<file path="config.mk">
export PLATFORM = sky130hd
export DESIGN_NAME = csr_mtrap
export DESIGN_NICKNAME = d
export VERILOG_FILES = /design/src/rtl/csr_mtrap_pkg.sv /design/src/rtl/csr_mtrap_cnt64.sv /design/src/rtl/csr_mtrap.sv
export SDC_FILE = /design/constraint.sdc
export NUM_CORES = 1
export LEC_CHECK = 0
export CAP_MARGIN = 40
export CELL_PAD_IN_SITES_DETAIL_PLACEMENT = 1
export CELL_PAD_IN_SITES_GLOBAL_PLACEMENT = 2
export CORE_MARGIN = 5
export CORE_UTILIZATION = 37
export DETAILED_ROUTE_END_ITERATION = 10
export GPL_ROUTABILITY_DRIVEN = 1
export MAX_ROUTING_LAYER = met4
export PLACE_DENSITY_LB_ADDON = 0.25
export RECOVER_POWER = 25
export SLEW_MARGIN = 10
export SYNTH_ARGS = -nofsm -noshare
export SYNTH_HDL_FRONTEND = slang
export SYNTH_HIERARCHICAL = 1
export SYNTH_SLANG_ARGS = --single-unit
</file>
<file path="constraint.sdc">
create_clock -name clk -period 20.1 [get_ports clk]
set_input_delay 2.01 -clock clk [delete_from_list [all_inputs] [get_ports clk]]
set_output_delay 2.01 -clock clk [all_outputs]
set_load 0.02 [all_outputs]
</file>
<file path="src/rtl/csr_mtrap_pkg.sv">
// Shared constants for the machine-mode trap CSR file: CSR addresses, field
// bit positions, reset values and the address-decode helper.
package csr_mtrap_pkg;

    localparam int unsigned XLEN_W = 32;
    localparam int unsigned CNT_W  = 64;

    localparam logic [11:0] CSR_MSTATUS  = 12'h300;
    localparam logic [11:0] CSR_MISA     = 12'h301;
    localparam logic [11:0] CSR_MIE      = 12'h304;
    localparam logic [11:0] CSR_MTVEC    = 12'h305;
    localparam logic [11:0] CSR_MSCRATCH = 12'h340;
    localparam logic [11:0] CSR_MEPC     = 12'h341;
    localparam logic [11:0] CSR_MCAUSE   = 12'h342;
    localparam logic [11:0] CSR_MTVAL    = 12'h343;
    localparam logic [11:0] CSR_MIP      = 12'h344;
    localparam logic [11:0] CSR_MCYCLE   = 12'hB00;
    localparam logic [11:0] CSR_MCYCLEH  = 12'hB80;
    localparam logic [11:0] CSR_MINSTRET = 12'hB02;
    localparam logic [11:0] CSR_MINSTRETH= 12'hB82;
    localparam logic [11:0] CSR_DCSR     = 12'h7B0;
    localparam logic [11:0] CSR_DPC      = 12'h7B1;
    localparam logic [11:0] CSR_MHARTID  = 12'hF14;

    // mstatus fields
    localparam int unsigned MSTATUS_MIE    = 3;
    localparam int unsigned MSTATUS_MPIE   = 7;
    localparam int unsigned MSTATUS_MPP_LO = 11;

    // mie / mip bit positions
    localparam int unsigned IRQ_MSI = 3;
    localparam int unsigned IRQ_MTI = 7;
    localparam int unsigned IRQ_MEI = 11;

    // dcsr: xdebugver is a constant 4 in bits 31:28, cause lives in 8:6
    localparam logic [3:0]  DCSR_XDEBUGVER = 4'd4;
    localparam int unsigned DCSR_CAUSE_LO  = 6;

    // True for every implemented CSR address
    function automatic logic csr_mapped(input logic [11:0] idx);
        case (idx)
            CSR_MSTATUS, CSR_MISA, CSR_MIE, CSR_MTVEC, CSR_MSCRATCH,
            CSR_MEPC, CSR_MCAUSE, CSR_MTVAL, CSR_MIP,
            CSR_MCYCLE, CSR_MCYCLEH, CSR_MINSTRET, CSR_MINSTRETH,
            CSR_DCSR, CSR_DPC, CSR_MHARTID: return 1'b1;
            default:                        return 1'b0;
        endcase
    endfunction

endpackage

</file>
<file path="src/rtl/csr_mtrap_cnt64.sv">
// 64-bit free-running counter with half-word overwrite.
// Ports: clk, rst (async, active-high), inc_i (count enable), wr_lo_i /
// wr_hi_i (replace low / high half with wdata_i), cnt_o (current value).
module csr_cnt64
    import csr_mtrap_pkg::*;
(
    input  logic              clk,
    input  logic              rst,
    input  logic              inc_i,
    input  logic              wr_lo_i,
    input  logic              wr_hi_i,
    input  logic [XLEN_W-1:0] wdata_i,
    output logic [CNT_W-1:0]  cnt_o
);

    logic [CNT_W-1:0] cnt_q, cnt_d;

    // A write to either half suppresses the increment for that cycle
    always_comb begin
        cnt_d = cnt_q;
        if (wr_lo_i || wr_hi_i) begin
            if (wr_lo_i) cnt_d[XLEN_W-1:0]     = wdata_i;
            if (wr_hi_i) cnt_d[CNT_W-1:XLEN_W] = wdata_i;
        end else if (inc_i) begin
            cnt_d = cnt_q + CNT_W'(1);
        end
    end

    always_ff @(posedge clk or posedge rst) begin
        if (rst) cnt_q <= '0;
        else     cnt_q <= cnt_d;
    end

    assign cnt_o = cnt_q;

endmodule

</file>
<file path="src/rtl/csr_mtrap.sv">
// Machine-mode trap CSR file downstream of the exception/commit unit.
// Ports: clk, rst_n (async, ACTIVE-HIGH), ALU CSR port (csr_ena/wr/rd,
// csr_idx, wbck_csr_dat -> read_csr_dat, csr_access_ilgl, both comb),
// commit strobes (cmt_*), interrupt levels (*_irq_r), and registered
// feedback to the exception unit (mtvec, mepc, dpc, enable bits).
module csr_mtrap
    import csr_mtrap_pkg::*;
#(
    parameter int unsigned XLEN     = 32,
    parameter logic [31:0] HARTID   = 32'h0,
    parameter logic [31:0] MISA_VAL = 32'h4000_1104
) (
    input  logic            clk,
    input  logic            rst_n,
    input  logic            csr_ena,
    input  logic            csr_wr_en,
    input  logic            csr_rd_en,
    input  logic [11:0]     csr_idx,
    input  logic [XLEN-1:0] wbck_csr_dat,
    output logic [XLEN-1:0] read_csr_dat,
    output logic            csr_access_ilgl,
    input  logic [XLEN-1:0] cmt_epc,
    input  logic [XLEN-1:0] cmt_cause,
    input  logic [XLEN-1:0] cmt_badaddr,
    input  logic            cmt_epc_ena,
    input  logic            cmt_cause_ena,
    input  logic            cmt_badaddr_ena,
    input  logic            cmt_status_ena,
    input  logic [XLEN-1:0] cmt_dpc,
    input  logic            cmt_dpc_ena,
    input  logic [2:0]      cmt_dcause,
    input  logic            cmt_dcause_ena,
    input  logic            cmt_mret_ena,
    input  logic            cmt_instret_ena,
    input  logic            ext_irq_r,
    input  logic            sft_irq_r,
    input  logic            tmr_irq_r,
    output logic [XLEN-1:0] csr_mtvec_r,
    output logic [XLEN-1:0] csr_epc_r,
    output logic [XLEN-1:0] csr_dpc_r,
    output logic            status_mie_r,
    output logic            meie_r,
    output logic            mtie_r,
    output logic            msie_r
);

    logic            mie_q, mie_d, mpie_q, mpie_d;
    logic            msie_q, msie_d, mtie_q, mtie_d, meie_q, meie_d;
    logic [2:0]      mip_q, mip_d;   // {MEI, MTI, MSI}
    logic [XLEN-1:0] mtvec_q, mtvec_d, mscratch_q, mscratch_d;
    logic [XLEN-1:0] mepc_q, mepc_d, mcause_q, mcause_d, mtval_q, mtval_d;
    logic [XLEN-1:0] dpc_q, dpc_d;
    logic [27:0]     dcsr_q, dcsr_d; // xdebugver is not stored
    logic [63:0]     mcycle, minstret;
    logic [XLEN-1:0] rdata;
    logic            wr_ok;

    assign csr_access_ilgl = csr_ena &
        (~csr_mapped(csr_idx) | (csr_wr_en & (csr_idx[11:10] == 2'b11)));
    assign wr_ok = csr_ena & csr_wr_en & ~csr_access_ilgl;

    // Next-state: commit strobes beat mret, which beats a CSR write
    always_comb begin
        mie_d      = mie_q;
        mpie_d     = mpie_q;
        msie_d     = msie_q;
        mtie_d     = mtie_q;
        meie_d     = meie_q;
        mtvec_d    = mtvec_q;
        mscratch_d = mscratch_q;
        mepc_d     = mepc_q;
        mcause_d   = mcause_q;
        mtval_d    = mtval_q;
        dpc_d      = dpc_q;
        dcsr_d     = dcsr_q;
        mip_d      = {ext_irq_r, tmr_irq_r, sft_irq_r};

        if (cmt_status_ena) begin
            mpie_d = mie_q;
            mie_d  = 1'b0;
        end else if (cmt_mret_ena) begin
            mie_d  = mpie_q;
            mpie_d = 1'b1;
        end else if (wr_ok && csr_idx == CSR_MSTATUS) begin
            mie_d  = wbck_csr_dat[MSTATUS_MIE];
            mpie_d = wbck_csr_dat[MSTATUS_MPIE];
        end

        if (wr_ok && csr_idx == CSR_MIE) begin
            msie_d = wbck_csr_dat[IRQ_MSI];
            mtie_d = wbck_csr_dat[IRQ_MTI];
            meie_d = wbck_csr_dat[IRQ_MEI];
        end

        if (wr_ok && csr_idx == CSR_MTVEC)    mtvec_d    = wbck_csr_dat & ~XLEN'(3);
        if (wr_ok && csr_idx == CSR_MSCRATCH) mscratch_d = wbck_csr_dat;

        if (cmt_epc_ena)                           mepc_d = cmt_epc & ~XLEN'(1);
        else if (wr_ok && csr_idx == CSR_MEPC)     mepc_d = wbck_csr_dat & ~XLEN'(1);

        if (cmt_cause_ena)                         mcause_d = cmt_cause;
        else if (wr_ok && csr_idx == CSR_MCAUSE)   mcause_d = wbck_csr_dat;

        if (cmt_badaddr_ena)                       mtval_d = cmt_badaddr;
        else if (wr_ok && csr_idx == CSR_MTVAL)    mtval_d = wbck_csr_dat;

        if (cmt_dpc_ena)                           dpc_d = cmt_dpc;
        else if (wr_ok && csr_idx == CSR_DPC)      dpc_d = wbck_csr_dat;

        if (cmt_dcause_ena)                        dcsr_d[DCSR_CAUSE_LO +: 3] = cmt_dcause;
        else if (wr_ok && csr_idx == CSR_DCSR)     dcsr_d = wbck_csr_dat[27:0];
    end

    always_ff @(posedge clk or posedge rst_n) begin
        if (rst_n) begin
            mie_q      <= 1'b0;
            mpie_q     <= 1'b0;
            msie_q     <= 1'b0;
            mtie_q     <= 1'b0;
            meie_q     <= 1'b0;
            mip_q      <= '0;
            mtvec_q    <= '0;
            mscratch_q <= '0;
            mepc_q     <= '0;
            mcause_q   <= '0;
            mtval_q    <= '0;
            dpc_q      <= '0;
            dcsr_q     <= '0;
        end else begin
            mie_q      <= mie_d;
            mpie_q     <= mpie_d;
            msie_q     <= msie_d;
            mtie_q     <= mtie_d;
            meie_q     <= meie_d;
            mip_q      <= mip_d;
            mtvec_q    <= mtvec_d;
            mscratch_q <= mscratch_d;
            mepc_q     <= mepc_d;
            mcause_q   <= mcause_d;
            mtval_q    <= mtval_d;
            dpc_q      <= dpc_d;
            dcsr_q     <= dcsr_d;
        end
    end

    csr_cnt64 u_mcycle (
        .clk     (clk),
        .rst     (rst_n),
        .inc_i   (1'b1),
        .wr_lo_i (wr_ok && csr_idx == CSR_MCYCLE),
        .wr_hi_i (wr_ok && csr_idx == CSR_MCYCLEH),
        .wdata_i (wbck_csr_dat),
        .cnt_o   (mcycle)
    );

    csr_cnt64 u_minstret (
        .clk     (clk),
        .rst     (rst_n),
        .inc_i   (cmt_instret_ena),
        .wr_lo_i (wr_ok && csr_idx == CSR_MINSTRET),
        .wr_hi_i (wr_ok && csr_idx == CSR_MINSTRETH),
        .wdata_i (wbck_csr_dat),
        .cnt_o   (minstret)
    );

    // Read mux; MPP is hardwired to machine mode
    always_comb begin
        rdata = '0;
        case (csr_idx)
            CSR_MSTATUS: begin
                rdata[MSTATUS_MIE]         = mie_q;
                rdata[MSTATUS_MPIE]        = mpie_q;
                rdata[MSTATUS_MPP_LO +: 2] = 2'b11;
            end
            CSR_MISA:      rdata = MISA_VAL;
            CSR_MIE: begin
                rdata[IRQ_MSI] = msie_q;
                rdata[IRQ_MTI] = mtie_q;
                rdata[IRQ_MEI] = meie_q;
            end
            CSR_MTVEC:     rdata = mtvec_q;
            CSR_MSCRATCH:  rdata = mscratch_q;
            CSR_MEPC:      rdata = mepc_q;
            CSR_MCAUSE:    rdata = mcause_q;
            CSR_MTVAL:     rdata = mtval_q;
            CSR_MIP: begin
                rdata[IRQ_MSI] = mip_q[0];
                rdata[IRQ_MTI] = mip_q[1];
                rdata[IRQ_MEI] = mip_q[2];
            end
            CSR_MCYCLE:    rdata = mcycle[31:0];
            CSR_MCYCLEH:   rdata = mcycle[63:32];
            CSR_MINSTRET:  rdata = minstret[31:0];
            CSR_MINSTRETH: rdata = minstret[63:32];
            CSR_DCSR:      rdata = {DCSR_XDEBUGVER, dcsr_q};
            CSR_DPC:       rdata = dpc_q;
            CSR_MHARTID:   rdata = HARTID;
            default:       rdata = '0;
        endcase
    end

    assign read_csr_dat = (csr_ena & csr_rd_en & ~csr_access_ilgl) ? rdata : '0;

    assign csr_mtvec_r  = mtvec_q;
    assign csr_epc_r    = mepc_q;
    assign csr_dpc_r    = dpc_q;
    assign status_mie_r = mie_q;
    assign meie_r       = meie_q;
    assign mtie_r       = mtie_q;
    assign msie_r       = msie_q;

endmodule
</file>
==> results.sh <==
export IMPL_worst_slew_pin_slew_ns=5.946
export IMPL_setup_viol=0
export IMPL_synth_warning_count=6
export IMPL_gp_congestion=0.9714
export IMPL_hpwl_um=83620
export IMPL_core_um2=57700
export IMPL_synth_edf_count=0
export IMPL_clock_path_buffers=3
export IMPL_rows=88
export IMPL_crit_path_max_fanout=28
export IMPL_post_cts_resize_count=0
export IMPL_worstSetupPathType="primary input to primary output"
export IMPL_fin_worst_skew_ns=0.02933
export IMPL_slew_headroom=-2.964
export IMPL_violations="max-capacitance violations, max-slew violations"
export IMPL_ys_async_sr_fraction=1.000
export IMPL_peakVddDrop_mv=0.05566
export IMPL_slew_viol_final=196
export IMPL_place_area_um2=25720
export IMPL_min_from="mscratch_q[14]"
export IMPL_startpoint="csr_idx[11]"
export IMPL_rr_startpoint="u_minstret/cnt_o[8]"
export IMPL_firstDrtPassIters=8
export IMPL_cts_tree="yes"
export IMPL_cts_setup_buffers=0
export IMPL_cp_end_kind="primary output"
export IMPL_finalInstanceArea_um2=27220
export IMPL_grt_total_usage=0.3522
export IMPL_power_density_nw_per_um2=71.90
export IMPL_worstSetupStartpointType="primary input"
export IMPL_rsz0062_at_grt="false"
export IMPL_vias=21410
export IMPL_globalRouteOverflowTotal=0
export IMPL_status="complete, but fails checks"
export IMPL_hold_class="register to register"
export IMPL_nNetsFinal=2734
export IMPL_drv_cap=3
export IMPL_critPathRequiredTime_ns=18.09
export IMPL_clockRootBuffer="clkbuf_16"
export IMPL_ys_ff_latch=353
export IMPL_io_buffer_count=319
export IMPL_grt_max_degree=106
export IMPL_die_y_um=251.2
export IMPL_vias_per_cell=6.400
export IMPL_cts_made_buffers=45
export IMPL_antenna_found_initial=7
export IMPL_grt_pass1_vias=21880
export IMPL_finalHoldWorstSlack_ns=0.4917
export IMPL_clk_pin_slew_ns=0.06
export IMPL_cts_hold_buf=0
export IMPL_cp_arrival_ns=6.46
export IMPL_syn_to_final_growth_pct=26.51
export IMPL_cts_sinks=353
export IMPL_mappedNetlistArea_um2=21520
export IMPL_drt_wl_total_um=112200
export IMPL_ant_nets=0
export IMPL_fill_cells=6539
export IMPL_drt_iter0_drc=2356
export IMPL_io_pins=324
export IMPL_power_leakage_nw=11.50
export IMPL_fmax_mhz=118.1
export IMPL_syn_inst=2262
export IMPL_hold_violations=0
export IMPL_wl_per_cell_um=33.54
export IMPL_yosysSeqAreaShare=0.4105
export IMPL_grt_pass1_wl_um=160100
export IMPL_synth_avg_cell_area_um2=9.513
export IMPL_min_period_ns=8.465
export IMPL_dieArea_um2=63080
export IMPL_drc=0
export IMPL_htreeDepth=2
export IMPL_die_width_um=251.2
export IMPL_drive_gt1_frac=0.1257
export IMPL_ys_flop_type="dfrtp_1"
export IMPL_ys_types=94
export IMPL_setup_tns_ns=0
export IMPL_period_share=0.4211
export IMPL_clkLatencyLatePin_ns=0.61
export IMPL_initial_utilization=0.3730
[cells in the mapped netlist, drive strengths merged (14+ instances only)]
cell | n | area [um2]
nand2b | 14 | 87.58
o21ai | 206 | 1031
dfrtp | 353 | 8833
nand2 | 291 | 1095
xnor2 | 23 | 201.4
a21oi | 60 | 319.1
inv | 22 | 82.58
nand3 | 80 | 450.4
nor4 | 46 | 372.9
mux2i | 171 | 1712
nor2 | 106 | 421.7
o2bb2ai | 24 | 210.2
o22ai | 16 | 100.1
nor3 | 57 | 327.8
a221oi | 16 | 152.7
a222oi | 18 | 180.2
and2 | 18 | 112.6
and3 | 33 | 207.7
xor2 | 17 | 148.9
a211oi | 14 | 105.1
clkbuf | 93 | 349.1
or3 | 14 | 87.58
and4 | 23 | 201.4
a22oi | 62 | 465.5
buf | 79 | 444.2
a22o | 19 | 166.4
a31oi | 51 | 456.7
or4 | 20 | 168.9
nand4 | 59 | 411.6
mux2 | 106 | 1194
[power by group]
group          internal [mW]  switching (mW)  total [mW]  leakage [nW]
Combinational          0.114           0.165       0.279          6.19
Clock                  0.509           0.348       0.857         0.763
Sequential             0.754          0.0677       0.822          4.54
[critical path, cell delays in order]
cell and delay, ns:
clkdlybuf4s50_1 0.78, nor4b_4 0.29, buf_4 0.44, nand2_1 0.59
a211o_1 0.47, a31o_2 0.43, buf_4 0.36, a31oi_2 0.33
clkdlybuf4s50_1 0.67
[per-layer routing]
metal / global-route usage / wire length, um / vias to the layer above
li1: - / - / 9101
met1: 0.4671 / 47290 / 11120
met2: 0.5581 / 52490 / 984
met3: 0.05680 / 8190 / 209
met4: 0.1098 / 4249 / 0
met5: - / 0 / -
[layout by cell type (no fill, tap or decap), types with 14 or more instances in the layout]
master and count:
nor4_1 38, mux2_1 34, buf_4 51, a22o_1 19, xor2_1 17, mux2i_1 171
and4_1 23, nand3_1 72, or3_1 14, xnor2_1 23, nand2_1 287, or4_1 15
clkdlybuf4s50_1 309, clkbuf_1 15, inv_1 19, a31oi_2 22, o21ai_0 173, a211oi_1 14
mux2_2 72, a222oi_1 18, o2bb2ai_1 24, and2_1 17, nand2b_1 14, o22ai_1 16
o21ai_1 33, a221oi_1 14, nor3_1 51, a22oi_1 62, dfrtp_1 353, and3_1 32
clkbuf_16 46, nor2_1 103, a21oi_1 55, nand4_1 55, a31oi_1 29
[kinds of logic (layout without fill, tap and decap cells)]
group | after synthesis | count (layout) | share of synthesized area
AOI/OAI and AO/OA | 576 | 576 | 0.1856
xor gates and xnor gates | 40 | 40 | 0.01628
adders and majority gates | 2 | 2 | 0.001163
buffers and inverters | 194 | 503 | 0.04070
DFF | 353 | 353 | 0.4105
muxes | 283 | 283 | 0.1413
other | 2 | 12 | 0.0003490
and+or+nand+nor | 812 | 812 | 0.2041
[cell type report]
class                   instances  area [um2]  area share
diodes                          4       10.01   0.0003677
clock inverters                14       177.7    0.006527
flip-flops and latches        353        8833      0.3245
repair buffers                398        3940      0.1447
multi-input cells            1721       11850      0.4354
inverters                      22       83.83    0.003079
well taps                     765       957.2     0.03516
clock buffers                  69        1368     0.05024
[path summary, 6_finish.rpt]
check	to	slack, ns	depth (start not counted)
max in group asynchronous	csr_dpc_r[4]	12.19	3
min in group asynchronous	dcsr_q[14]	1.90	2
hold reg to reg	mscratch_q[14]	0.49	1
setup / recovery	read_csr_dat[28]	11.63	9
hold / removal	mscratch_q[14]	0.49	1
setup reg to reg	u_minstret/cnt_o[52]	16.93	5
[flip-flops by register name, summed over array words and instances (netlist names), 3 cells and up]
register / count
mip_q: 3
mtval_q: 32
mcause_q: 32
dcsr_q: 28
u_minstret/cnt_o: 64
u_mcycle/cnt_o: 64
csr_epc_r: 31
csr_dpc_r: 32
csr_mtvec_r: 30
mscratch_q: 32
[through the flow]
step	utilization	setup slack [ns]	cells	total power [mW]
floorplan	-	11.93	2268	0.9383
global placement	0.4376	11.83	3227	1.091
detailed placement	0.4459	11.77	3258	1.107
CTS	0.4727	11.77	3341	1.968
global route	0.4718	11.12	3345	2.018
finish	0.4718	11.63	3346	1.957
(Power assumes the default switching activity.)
